[config.mk]
export PLATFORM = sky130hd
export DESIGN_NAME = pipe_hazard_ctrl
export DESIGN_NICKNAME = d
export VERILOG_FILES = /design/src/rtl/pipe_hazard_ctrl.sv
export SDC_FILE = /design/constraint.sdc
export NUM_CORES = 1
export LEC_CHECK = 0
export BUFFER_PORTS_ARGS = -buffer_cell sky130_fd_sc_hd__buf_2
export CORE_UTILIZATION = 51
export CTS_CLUSTER_DIAMETER = 40
export DETAILED_ROUTE_END_ITERATION = 10
export GPL_TIMING_DRIVEN = 0
export HOLD_SLACK_MARGIN = 0.06
export PLACE_DENSITY = 0.86
export SYNTH_ARGS = -nofsm -noshare
export SYNTH_HDL_FRONTEND = slang
export SYNTH_SLANG_ARGS = --single-unit
export TNS_END_PERCENT = 100
[constraint.sdc]
create_clock -name clk -period 2.9 [get_ports clk]
set_input_delay 0.29 -clock clk [delete_from_list [all_inputs] [get_ports clk]]
set_output_delay 0.29 -clock clk [all_outputs]
set_load 0.03 [all_outputs]
[src/rtl/pipe_hazard_ctrl.sv]
// pipe_hazard_ctrl: pipeline stall/flush/forwarding control with DMem wait FSM and stall-cycle counter
module pipe_hazard_ctrl #(
  parameter int MEM_TIMEOUT = 16,
  parameter int CNT_W       = 32
) (
  input  logic             clk,
  input  logic             rst,
  input  logic [4:0]       ID_Rs,
  input  logic [4:0]       ID_Rt,
  input  logic             ID_WantRs,
  input  logic             ID_NeedRs,
  input  logic             ID_WantRt,
  input  logic             ID_NeedRt,
  input  logic [4:0]       EX_Rs,
  input  logic [4:0]       EX_Rt,
  input  logic             EX_WantRsByEX,
  input  logic             EX_NeedRsByEX,
  input  logic             EX_WantRtByEX,
  input  logic             EX_NeedRtByEX,
  input  logic [4:0]       EX_RtRd,
  input  logic             EX_RegWrite,
  input  logic             EX_MemRead,
  input  logic [4:0]       MEM_RtRd,
  input  logic             MEM_RegWrite,
  input  logic             MEM_MemRead,
  input  logic             MEM_MemWrite,
  input  logic [4:0]       WB_RtRd,
  input  logic             WB_RegWrite,
  input  logic             IF_Busy,
  input  logic             DMem_Ack,
  input  logic             Exc_Flush,
  input  logic             CntClr,
  output logic             IF_Stall,
  output logic             ID_Stall,
  output logic             EX_Stall,
  output logic             MEM_Stall,
  output logic             WB_Stall,
  output logic             IF_Flush,
  output logic             ID_Flush,
  output logic             EX_Flush,
  output logic             MEM_Flush,
  output logic [1:0]       ID_RsFwd,
  output logic [1:0]       ID_RtFwd,
  output logic [1:0]       EX_RsFwd,
  output logic [1:0]       EX_RtFwd,
  output logic             Bus_Error,
  output logic [CNT_W-1:0] StallCycles
);
  localparam int WW = ($clog2(MEM_TIMEOUT) > 5) ? $clog2(MEM_TIMEOUT) : 5;
  typedef enum logic [1:0] {M_IDLE, M_WAIT, M_ERR} mstate_t;
  mstate_t state, state_n;
  logic [WW-1:0] wcnt, wcnt_n;
  logic req, mem_wait, err, ok, hz_id, hz_ex, mem_src, pend_flush, flush, unused;
  function automatic logic match(input logic [4:0] r, input logic [4:0] d, input logic we);
    return we && (d == r) && (r != 5'd0);
  endfunction
  function automatic logic [1:0] fwd(input logic [4:0] r, input logic [4:0] md, input logic mwe,
                                     input logic [4:0] wd, input logic wwe);
    return match(r, md, mwe) ? 2'b01 : match(r, wd, wwe) ? 2'b10 : 2'b00;
  endfunction
  assign unused   = ^{EX_WantRsByEX, EX_WantRtByEX};
  assign req      = MEM_MemRead | MEM_MemWrite;
  assign err      = state == M_ERR;
  assign ok       = ~rst & ~err;
  assign mem_wait = ~DMem_Ack & ((state == M_IDLE && req) || state == M_WAIT);
  assign mem_src  = MEM_RegWrite & ~MEM_MemRead;
  assign hz_id = (ID_NeedRs & match(ID_Rs, EX_RtRd, EX_RegWrite))
               | (ID_NeedRs & match(ID_Rs, MEM_RtRd, MEM_MemRead))
               | (ID_WantRs & match(ID_Rs, EX_RtRd, EX_MemRead))
               | (ID_NeedRt & match(ID_Rt, EX_RtRd, EX_RegWrite))
               | (ID_NeedRt & match(ID_Rt, MEM_RtRd, MEM_MemRead))
               | (ID_WantRt & match(ID_Rt, EX_RtRd, EX_MemRead));
  assign hz_ex = (EX_NeedRsByEX & match(EX_Rs, MEM_RtRd, MEM_MemRead))
               | (EX_NeedRtByEX & match(EX_Rt, MEM_RtRd, MEM_MemRead));
  assign MEM_Stall = ok & mem_wait;
  assign EX_Stall  = MEM_Stall | (ok & hz_ex);
  assign ID_Stall  = EX_Stall | (ok & hz_id);
  assign IF_Stall  = ID_Stall | (ok & IF_Busy);
  assign WB_Stall  = 1'b0;
  // a deferred exception flush waits until the memory stage is released
  assign flush     = ~rst & (err | (~MEM_Stall & (Exc_Flush | pend_flush)));
  assign IF_Flush  = flush;
  assign ID_Flush  = flush;
  assign EX_Flush  = flush;
  assign MEM_Flush = flush;
  assign Bus_Error = ~rst & err;
  assign ID_RsFwd  = rst ? 2'b00 : fwd(ID_Rs, MEM_RtRd, mem_src, WB_RtRd, WB_RegWrite);
  assign ID_RtFwd  = rst ? 2'b00 : fwd(ID_Rt, MEM_RtRd, mem_src, WB_RtRd, WB_RegWrite);
  assign EX_RsFwd  = rst ? 2'b00 : fwd(EX_Rs, MEM_RtRd, mem_src, WB_RtRd, WB_RegWrite);
  assign EX_RtFwd  = rst ? 2'b00 : fwd(EX_Rt, MEM_RtRd, mem_src, WB_RtRd, WB_RegWrite);
  always_comb begin
    state_n = state;
    wcnt_n  = wcnt;
    case (state)
      M_IDLE: if (req && !DMem_Ack) begin
        state_n = M_WAIT;
        wcnt_n  = WW'(1);
      end
      M_WAIT: if (DMem_Ack) state_n = M_IDLE;
        else if (wcnt == WW'(MEM_TIMEOUT - 1)) state_n = M_ERR;
        else wcnt_n = wcnt + 1'b1;
      default: state_n = M_IDLE;
    endcase
  end
  always_ff @(posedge clk) begin
    if (rst) begin
      state       <= M_IDLE;
      wcnt        <= '0;
      pend_flush  <= 1'b0;
      StallCycles <= '0;
    end else begin
      state       <= state_n;
      wcnt        <= wcnt_n;
      pend_flush  <= MEM_Stall & (Exc_Flush | pend_flush);
      StallCycles <= CntClr ? '0
                   : ((IF_Stall | ID_Stall | EX_Stall | MEM_Stall) && !(&StallCycles)) ? StallCycles + 1'b1
                   : StallCycles;
    end
  end
endmodule

# Yosys cells after proc, flatten, opt, wreduce, memory -nomap -nowiden
# Cells that the tools add are included.
# W data, S select, Z words.
[op_classes]
addsub = 2
n_eq_ne = 17
n_mux = 20
bitwise_logic = 39
n_reduce_logical = 48
[op_table]
columns = ["operator", "count"]
rows = [
  ["$eq A5 B5 Y1", 10],
  ["$logic_and A1 B1 Y1", 35],
  ["$add A32 B1 Y32 const B", 1],
  ["$reduce_and A32 Y1", 1],
  ["$mux W2", 15],
  ["$reduce_bool A5 Y1", 4],
  ["$and A1 B1 Y1", 19],
  ["$mux W5", 3],
  ["$or A1 B1 Y1", 15],
  ["$pmux W5 S2", 1],
  ["$add A5 B1 Y5 const B", 1],
  ["$eq A5 B4 Y1 const B", 1],
  ["$not A1 Y1", 5],
  ["$ne A2 B2 Y1 const B", 2],
  ["$pmux W2 S2", 1],
  ["$reduce_and A4 Y1", 1],
  ["$ne A3 B2 Y1 const B", 1],
  ["$eq A2 B1 Y1 const B", 1],
  ["$eq A2 B2 Y1 const B", 1],
  ["$logic_not A1 Y1", 2],
  ["$logic_not A2 Y1", 1],
  ["$ne A2 B1 Y1 const B", 1],
  ["$reduce_and A2 Y1", 1],
  ["$reduce_bool A2 Y1", 1],
  ["other kinds (2)", 2],
]
[totals]
ff_bits = 40
inputBits = 55
output_inout_bits = 50
word_cells = 130

# Logic depth before layout (Yosys ltp)
# Gate-level depths: netlist of the first run.
[depth]
ltp_word = 16
mapped_depth = 11
depth_no_buf = 8

# Worst setup path before layout of the first run
# No wires, ideal clock.
[synth_path]
path_type = "register to register"
from = "register state[0]"
to = "register StallCycles[22]"
setup_time_ps = 72
arrival_ps = 2370
required_ps = 2828
setup_slack_ps = 458
stages_incl_launch_ff = 11
n_path_buf = 2
period_less_slack_ps = 2442
cell_sequence = "dfxtp_1 -> nand2b_1 -> nor2b_1 -> nand3_1 -> o221ai_2 -> or3_1 -> buf_6 -> o21ai_4 -> buf_2 -> or4_1 -> a21oi_1"
[synth_between]
elab_chain_cells = 12
word_cells_on_any_way = 19
classes_between = "eq/ne (2); bitwise (13); reduce/logical (4)"
[synth_rtl]
columns = ["item", "line_no", "source"]
rows = [
  ["start: declaration", "51", "mstate_t state, state_n;"],
  ["start signal: assignment", "112", "state <= state_n;"],
  ["$logic_not A2 Y1", "65", "assign mem_wait = ~DMem_Ack & ((state == M_IDLE && req) || state == M_WAIT);"],
  ["$logic_and A1 B1 Y1", "65", ""],
  ["$logic_or A1 B1 Y1", "65", ""],
  ["$and A1 B1 Y1", "65", ""],
  ["$and A1 B1 Y1", "75", "assign MEM_Stall = ok & mem_wait;"],
  ["$or A1 B1 Y1 (*)", "76", "assign EX_Stall = MEM_Stall | (ok & hz_ex);"],
  ["via EX_Stall", "35", "output logic EX_Stall,"],
  ["$or A1 B1 Y1 (*)", "77", "assign ID_Stall = EX_Stall | (ok & hz_id);"],
  ["via ID_Stall", "34", "output logic ID_Stall,"],
  ["$or A1 B1 Y1", "78", "assign IF_Stall = ID_Stall | (ok & IF_Busy);"],
  ["$or A1 B1 Y1 (*) (3 in series)", "116", ": ((IF_Stall | ID_Stall | EX_Stall | MEM_Stall) && !(&StallCycles)) ? StallCycles + 1'b1"],
  ["$logic_and A1 B1 Y1 (*)", "116", ""],
  ["end signal: assignment", "115", "StallCycles <= CntClr ? '0"],
  ["end: declaration", "47", "output logic [CNT_W-1:0] StallCycles"],
]
# The timed path passes the listed nets; every way through them passes the cells marked *.
# A chain may end at the register's enable or synchronous reset.

# Final worst setup path of the first run
[layout_path]
from = "register state[0]"
to = "output IF_Stall"
[layout_between]
elab_chain_cells = 8
word_cells_on_any_way = 15
classes_between = "eq/ne (2); bitwise (10); reduce/logical (3)"
[layout_rtl]
columns = ["item", "line_no", "source"]
rows = [
  ["$logic_not A2 Y1", "65", ""],
  ["$logic_and A1 B1 Y1", "65", ""],
  ["$logic_or A1 B1 Y1", "65", ""],
  ["$and A1 B1 Y1", "65", ""],
  ["$and A1 B1 Y1", "75", ""],
  ["$or A1 B1 Y1", "76", ""],
  ["$or A1 B1 Y1", "77", ""],
  ["$or A1 B1 Y1 (*)", "78", ""],
  ["end: declaration", "33", "output logic IF_Stall,"],
]
# Mark *: on every way between the ends. The rest lies on a longest branch, timed or not.

==> results of run 1 <==
## worst max path at each step
stage	start	to	slack, ps
floorplan	state[0]	StallCycles[22]	460
global placement	ID_Rt[1]	StallCycles[0]	390
detailed placement	ID_Rt[1]	StallCycles[0]	370
CTS	state[0]	IF_Stall	280
global route	state[0]	IF_Stall	190
finish	state[0]	IF_Stall	260
## per-stage QoR
step                      utilization [%]  hold WS [ps]  instances  worst slack, ps  instance area, um^2
after floorplan                         -           406        361              458                 2940
after global placement               63.7           446        532              392                 3530
after detailed placement             63.7           453        532              367                 3530
after CTS                            65.9           219        540              276                 3650
after global routing                 65.9           248        540              187                 3650
final                                65.9           221        540              260                 3650
## cells in the final DEF, fill, tap and decap left out, types with 8 or more instances in the layout
cell	count
or4_1	12
buf_2	103
inv_1	10
a21oi_2	10
dfxtp_1	40
a21oi_1	21
nand2_1	21
nor3_1	8
nor2_1	24
nand4_1	11
xnor2_1	19
xor2_1	35
o21ai_1	8
nand3_1	18
and3_1	9
or3_1	17
## worst max-delay path, stage by stage (launching register included)
cell	delay (ps)
dfxtp_1	370
nand2b_1	230
nor2b_1	180
nand3_1	120
o221ai_2	140
or3_1	400
buf_6	140
or2_2	310
buf_2	180
## synth_stat cells (all sizes together), types with 6 or more instances
master	count	area (um^2)
nor3	12	80.1
nand4	12	81.3
or3	17	106
xor2	35	307
dfxtp	40	801
clkbuf	6	22.5
inv	10	37.5
xnor2	19	166
o31ai	9	87.6
nand2	21	78.8
buf	14	114
and3	9	56.3
nand3	18	90.1
nor2	25	96.4
a21oi	31	193
or4	12	90.1
o21ai	18	124
## layer usage
layer / vias up / track usage [%] / wire length [um]
met5: - / 0 / 0
li1: 1526 / - / -
met4: 0 / 6.48 / 111
met3: 12 / 3.88 / 440
met1: 1459 / 31.5 / 3310
met2: 120 / 45.9 / 3890
## sequential cells by signal (all words and copies together), names as in the netlist
register / flops
pend_flush: 1
wcnt: 5
state: 2
StallCycles: 32
## logic make-up after synthesis
| group | after synthesis | share of synthesized area [%] |
|---|---|---|
| AOI/OAI and AO/OA | 80 | 19.9 |
| buffers and inverters | 30 | 5.91 |
| DFF | 40 | 27.2 |
| xor gates and xnor gates | 54 | 16.1 |
| and+or+nand+nor | 153 | 29.5 |
| other | 1 | 0.127 |
| adders and majority gates | 3 | 1.28 |
## power breakdown
group / leakage (uW) / switching [uW] / internal (uW)
combinational: 0.00110 / 162 / 109
sequential: 0.000323 / 4.62 / 553
clock: 0.0000614 / 205 / 282
## cell type report
type,instances,area [um^2],area share [%]
clock inverter,2,38.8,1.06
clock buffer,6,82.6,2.26
buffer,20,136,3.74
timing repair buffer,99,495,13.6
sequential,40,801,21.9
tap,72,90.1,2.47
multi-input combinational,291,1970,53.9
inverter,10,37.5,1.03
==> reports/metrics.cfg, run 1 <==
[synth]
synthesis.area_um2=2940
ys_seq_elements=40
yosysWarnings=0
synth_seq_area_share_pct=27.2
async_flop_share_pct=0
synth_flop_cell=dfxtp_1
synth.net_count=419
synth_cells=361
syn_area_per_cell_um2=8.16
synth_edf_count=0
yosysUniqueCellTypes=53

[sta]
finalCritPeriodShare_pct=91.0
tightestPinTransition_ps=551
maxSlewHeadroom_pct=63.3
finalClockSkew_ps=11.2
finalSetupTns_ps=0
rsz0062_at_grt=false
drv_slew=0
period_needed_ps=2640
setup_viol=0
final-hold-violation-count=0
max_freq_mhz=379

[floorplanning]
die_w_um=78.0
row_count=27
dieArea_um2=6080
start_util_pct=53.1
core_um2=5540
io_pins=105
die_height_um=78.0

[setup_path]
cp_data_required_time_ps=2610
r2r_end=StallCycles[30]
cp_max_fo=7
cp-end-kind=output pin
path_class=reg2out
cp_data_arrival_time_ps=2350
rr_startpoint=StallCycles[8]
startpoint_type=flop
r2r_slack_ps=350
r2r_cells=9

[clock_network]
cts_setup_buffers=0
clkSinkCount=40
clk_pin_slew_ps=70
cts_buffers=5
clock_latency_ps=300
h-tree-depth=2
root_buffer=clkbuf_8
cts.repair.resized=0
cts_tree=yes
ctsHoldBuffers=0
cts_buffer_depth=2

[outcome]
status=finished clean

[pwr]
p_leak_uw=0.00148
ir_worst_vdd_mv=0.210
power_density_nw_per_um2=360
p_total_uw=1310

[place]
portBuffers=99
gp_congestion=0.907
place_hpwl_um=6120

[global_routing]
grt_pass1_wl_um=12600
grt_max_degree=14
overflow=0
grt_util_all_layers_pct=25.5
first_global_vias=2802
grt_antenna_before_repair=0

[worst_hold_path]
worstHoldPathType=in2reg
hold_path_end=pend_flush
holdPathStages=3
holdCritStartpoint=Exc_Flush

[flow_run]
cap_violations=0

[drt]
routedWlPerCell_um=14.4
drc=0
ant_nets=0
wirelength_um=7750
first_iter_violations=152
num_vias=3117
vias_per_cell=5.77
firstDrtPassIters=4

[cells_and_area]
syn2layout_area_growth_pct=24.0
fill_cells=479
drive_above_1_share_pct=32.7
insertedDiodeCount=0
fin_nets=525

(Power assumes the default switching activity.)
==> run 2: changes to the inputs <==
--- a/config.mk
+++ b/config.mk
@@ -6,12 +6,15 @@
 export NUM_CORES = 1
 export LEC_CHECK = 0
 export BUFFER_PORTS_ARGS = -buffer_cell sky130_fd_sc_hd__buf_2
+export CAP_MARGIN = 0
 export CORE_UTILIZATION = 51
 export CTS_CLUSTER_DIAMETER = 40
 export DETAILED_ROUTE_END_ITERATION = 10
 export GPL_TIMING_DRIVEN = 0
 export HOLD_SLACK_MARGIN = 0.06
 export PLACE_DENSITY = 0.86
+export RECOVER_POWER = 25
+export SKIP_CTS_REPAIR_TIMING = 1
 export SYNTH_ARGS = -nofsm -noshare
 export SYNTH_HDL_FRONTEND = slang
 export SYNTH_SLANG_ARGS = --single-unit
==> run 2 against run 1 <==
  * First-iteration DRC count grew 15%
  * Core utilization shrank 0.47 points
  * Sequential share of layout area grew 0.16 points
  * Largest cell class unchanged
==> reports/metrics.cfg, run 2 (synthesis gave the netlist of run 1 again) <==
[worst_hold_path]
worstHoldPathType=in2reg

[cells_and_area]
syn2layout_area_growth_pct=23.1
reg_top3=StallCycles (32), wcnt (5), state (2)
drive_above_1_share_pct=28.2  ; -4.5 points
multi_input_area_um2=1970  ; unchanged
fill_cells=491  ; +2.5%
regMostFlops=StallCycles
fin_nets=525  ; unchanged
utilization_pct=65.4  ; -0.47 points
largest_reg_flops=32  ; unchanged
register_area_um2=801  ; unchanged
layout_commonest_cell=buf_2
final_cell_mix=buf_2, dfxtp_1, xor2_1, clkbuf_1, nor2_1
insertedDiodeCount=0  ; unchanged

[sta]
fin_ws_ps=257  ; -2.78 ps
maxSlewHeadroom_pct=62.3  ; -0.97 points
period_needed_ps=2640  ; +2.78 ps
tightestPinTransition_ps=566  ; +14.5 ps
setup_viol=0  ; unchanged
rsz0062_at_grt=false
final-hold-violation-count=0  ; unchanged
whs_ps=221  ; -0.315 ps
finalSetupTns_ps=0  ; unchanged
finalCritPeriodShare_pct=91.1  ; +0.096 points
drv_slew=0  ; unchanged
finalClockSkew_ps=10.6  ; -0.568 ps
max_freq_mhz=378  ; -0.11%

[pwr]
ir_worst_vdd_mv=0.210  ; about the same
power_density_nw_per_um2=363  ; +0.74%
p_leak_uw=0.00139  ; -6.3%

[drt]
num_vias=3109  ; -0.26%
first_iter_violations=175  ; +15%
ant_nets=0  ; unchanged
wirelength_um=7790  ; +0.48%
routedWlPerCell_um=14.4  ; +0.48%
vias_per_cell=5.76  ; -0.26%
drc=0  ; unchanged
firstDrtPassIters=5  ; +1

[global_routing]
grt_antenna_before_repair=0  ; unchanged
first_global_vias=2802  ; unchanged
grt_max_degree=14  ; unchanged
overflow=0  ; unchanged
grt_pass1_wl_um=12600  ; unchanged
grt_util_all_layers_pct=25.5  ; unchanged

[clock_network]
root_buffer=clkbuf_8
cts_buffers=5  ; unchanged
cts_buffer_depth=2  ; unchanged
cts_tree=yes
clock_latency_ps=300  ; about the same
clkSinkCount=40  ; unchanged
clk_pin_slew_ps=70  ; about the same
h-tree-depth=2  ; unchanged

[setup_path]
r2r_slack_ps=350  ; about the same
cp_data_arrival_time_ps=2350  ; about the same
r2r_cells=9  ; unchanged
rr_startpoint=StallCycles[8]
cp_data_required_time_ps=2610  ; about the same
crit_end=IF_Stall
startpoint_type=flop
r2r_end=StallCycles[30]
cp_max_fo=7  ; unchanged
critPathLaunch=state[0]
path_class=reg2out
cp-end-kind=output pin

[floorplanning]
die_w_um=78.0  ; unchanged
io_pins=105  ; unchanged
core_um2=5540  ; unchanged
die_height_um=78.0  ; unchanged
dieArea_um2=6080  ; unchanged
row_count=27  ; unchanged
start_util_pct=53.1  ; unchanged

[place]
place_hpwl_um=6120  ; unchanged
portBuffers=99  ; unchanged
dp_slack_ps=367  ; unchanged
gp_congestion=0.907  ; unchanged

[flow_run]
cap_violations=0  ; unchanged

[outcome]
status=finished clean

run 2: cell count changes in the layout (fill, tap and decap cells not counted), sizes merged:
| cell | before | now |
|---|---|---|
| clkbuf | 12 | 33 |
| buf | 113 | 92 |
run 2: area by class of cell:
cell class	instances	area share [%]
clock inverters	2	1.07
flip-flops and latches	40	22.1
multi-input cells	291	54.3
inverters	10	1.04
plain buffers	20	3.76
well taps	72	2.49
repair buffers	99	12.9
clock buffers	6	2.28
run 2: per-layer routing:
metal  track usage [%]  vias to the layer above  part of all wire [%]
met4              6.48                        0                   1.2
li1                  -                     1520                     -
met2              45.9                      108                    50
met1              31.5                     1472                    43
met3              3.88                        9                   5.3
met5                 0                        -                     0
run 2: report_power, final:
group	switching, uW	internal, uW	leakage, uW
Clock	205	282	0.0000614
Combinational	162	109	0.00100
Sequential	4.73	552	0.000323
Total	372	943	0.00139
run 2: worst min path at each step:
stage	from	to	slack, ps	cells past startpoint
finish	Exc_Flush	pend_flush	220	3
floorplan	Exc_Flush	pend_flush	410	2
CTS	Exc_Flush	pend_flush	220	3
global route	Exc_Flush	pend_flush	250	3
global placement	pend_flush	pend_flush	450	2
detailed placement	pend_flush	pend_flush	450	2
run 2: worst max-delay path, stage by stage (launching register included):
cell	delay (ps)
dfxtp_1	370
nand2b_1	230
nor2b_1	180
nand3_1	120
o221ai_2	140
or3_1	400
buf_6	140
or2_2	310
buf_2	180
run 2: through the flow:
step | total power [uW] | cell area, um^2 | instances
after floorplan | 736 | 2940 | 361
after global routing | 1380 | 3620 | 540
after CTS | 1320 | 3650 | 540
final | 1310 | 3620 | 540
after detailed placement | 840 | 3530 | 532
after global placement | 833 | 3530 | 532
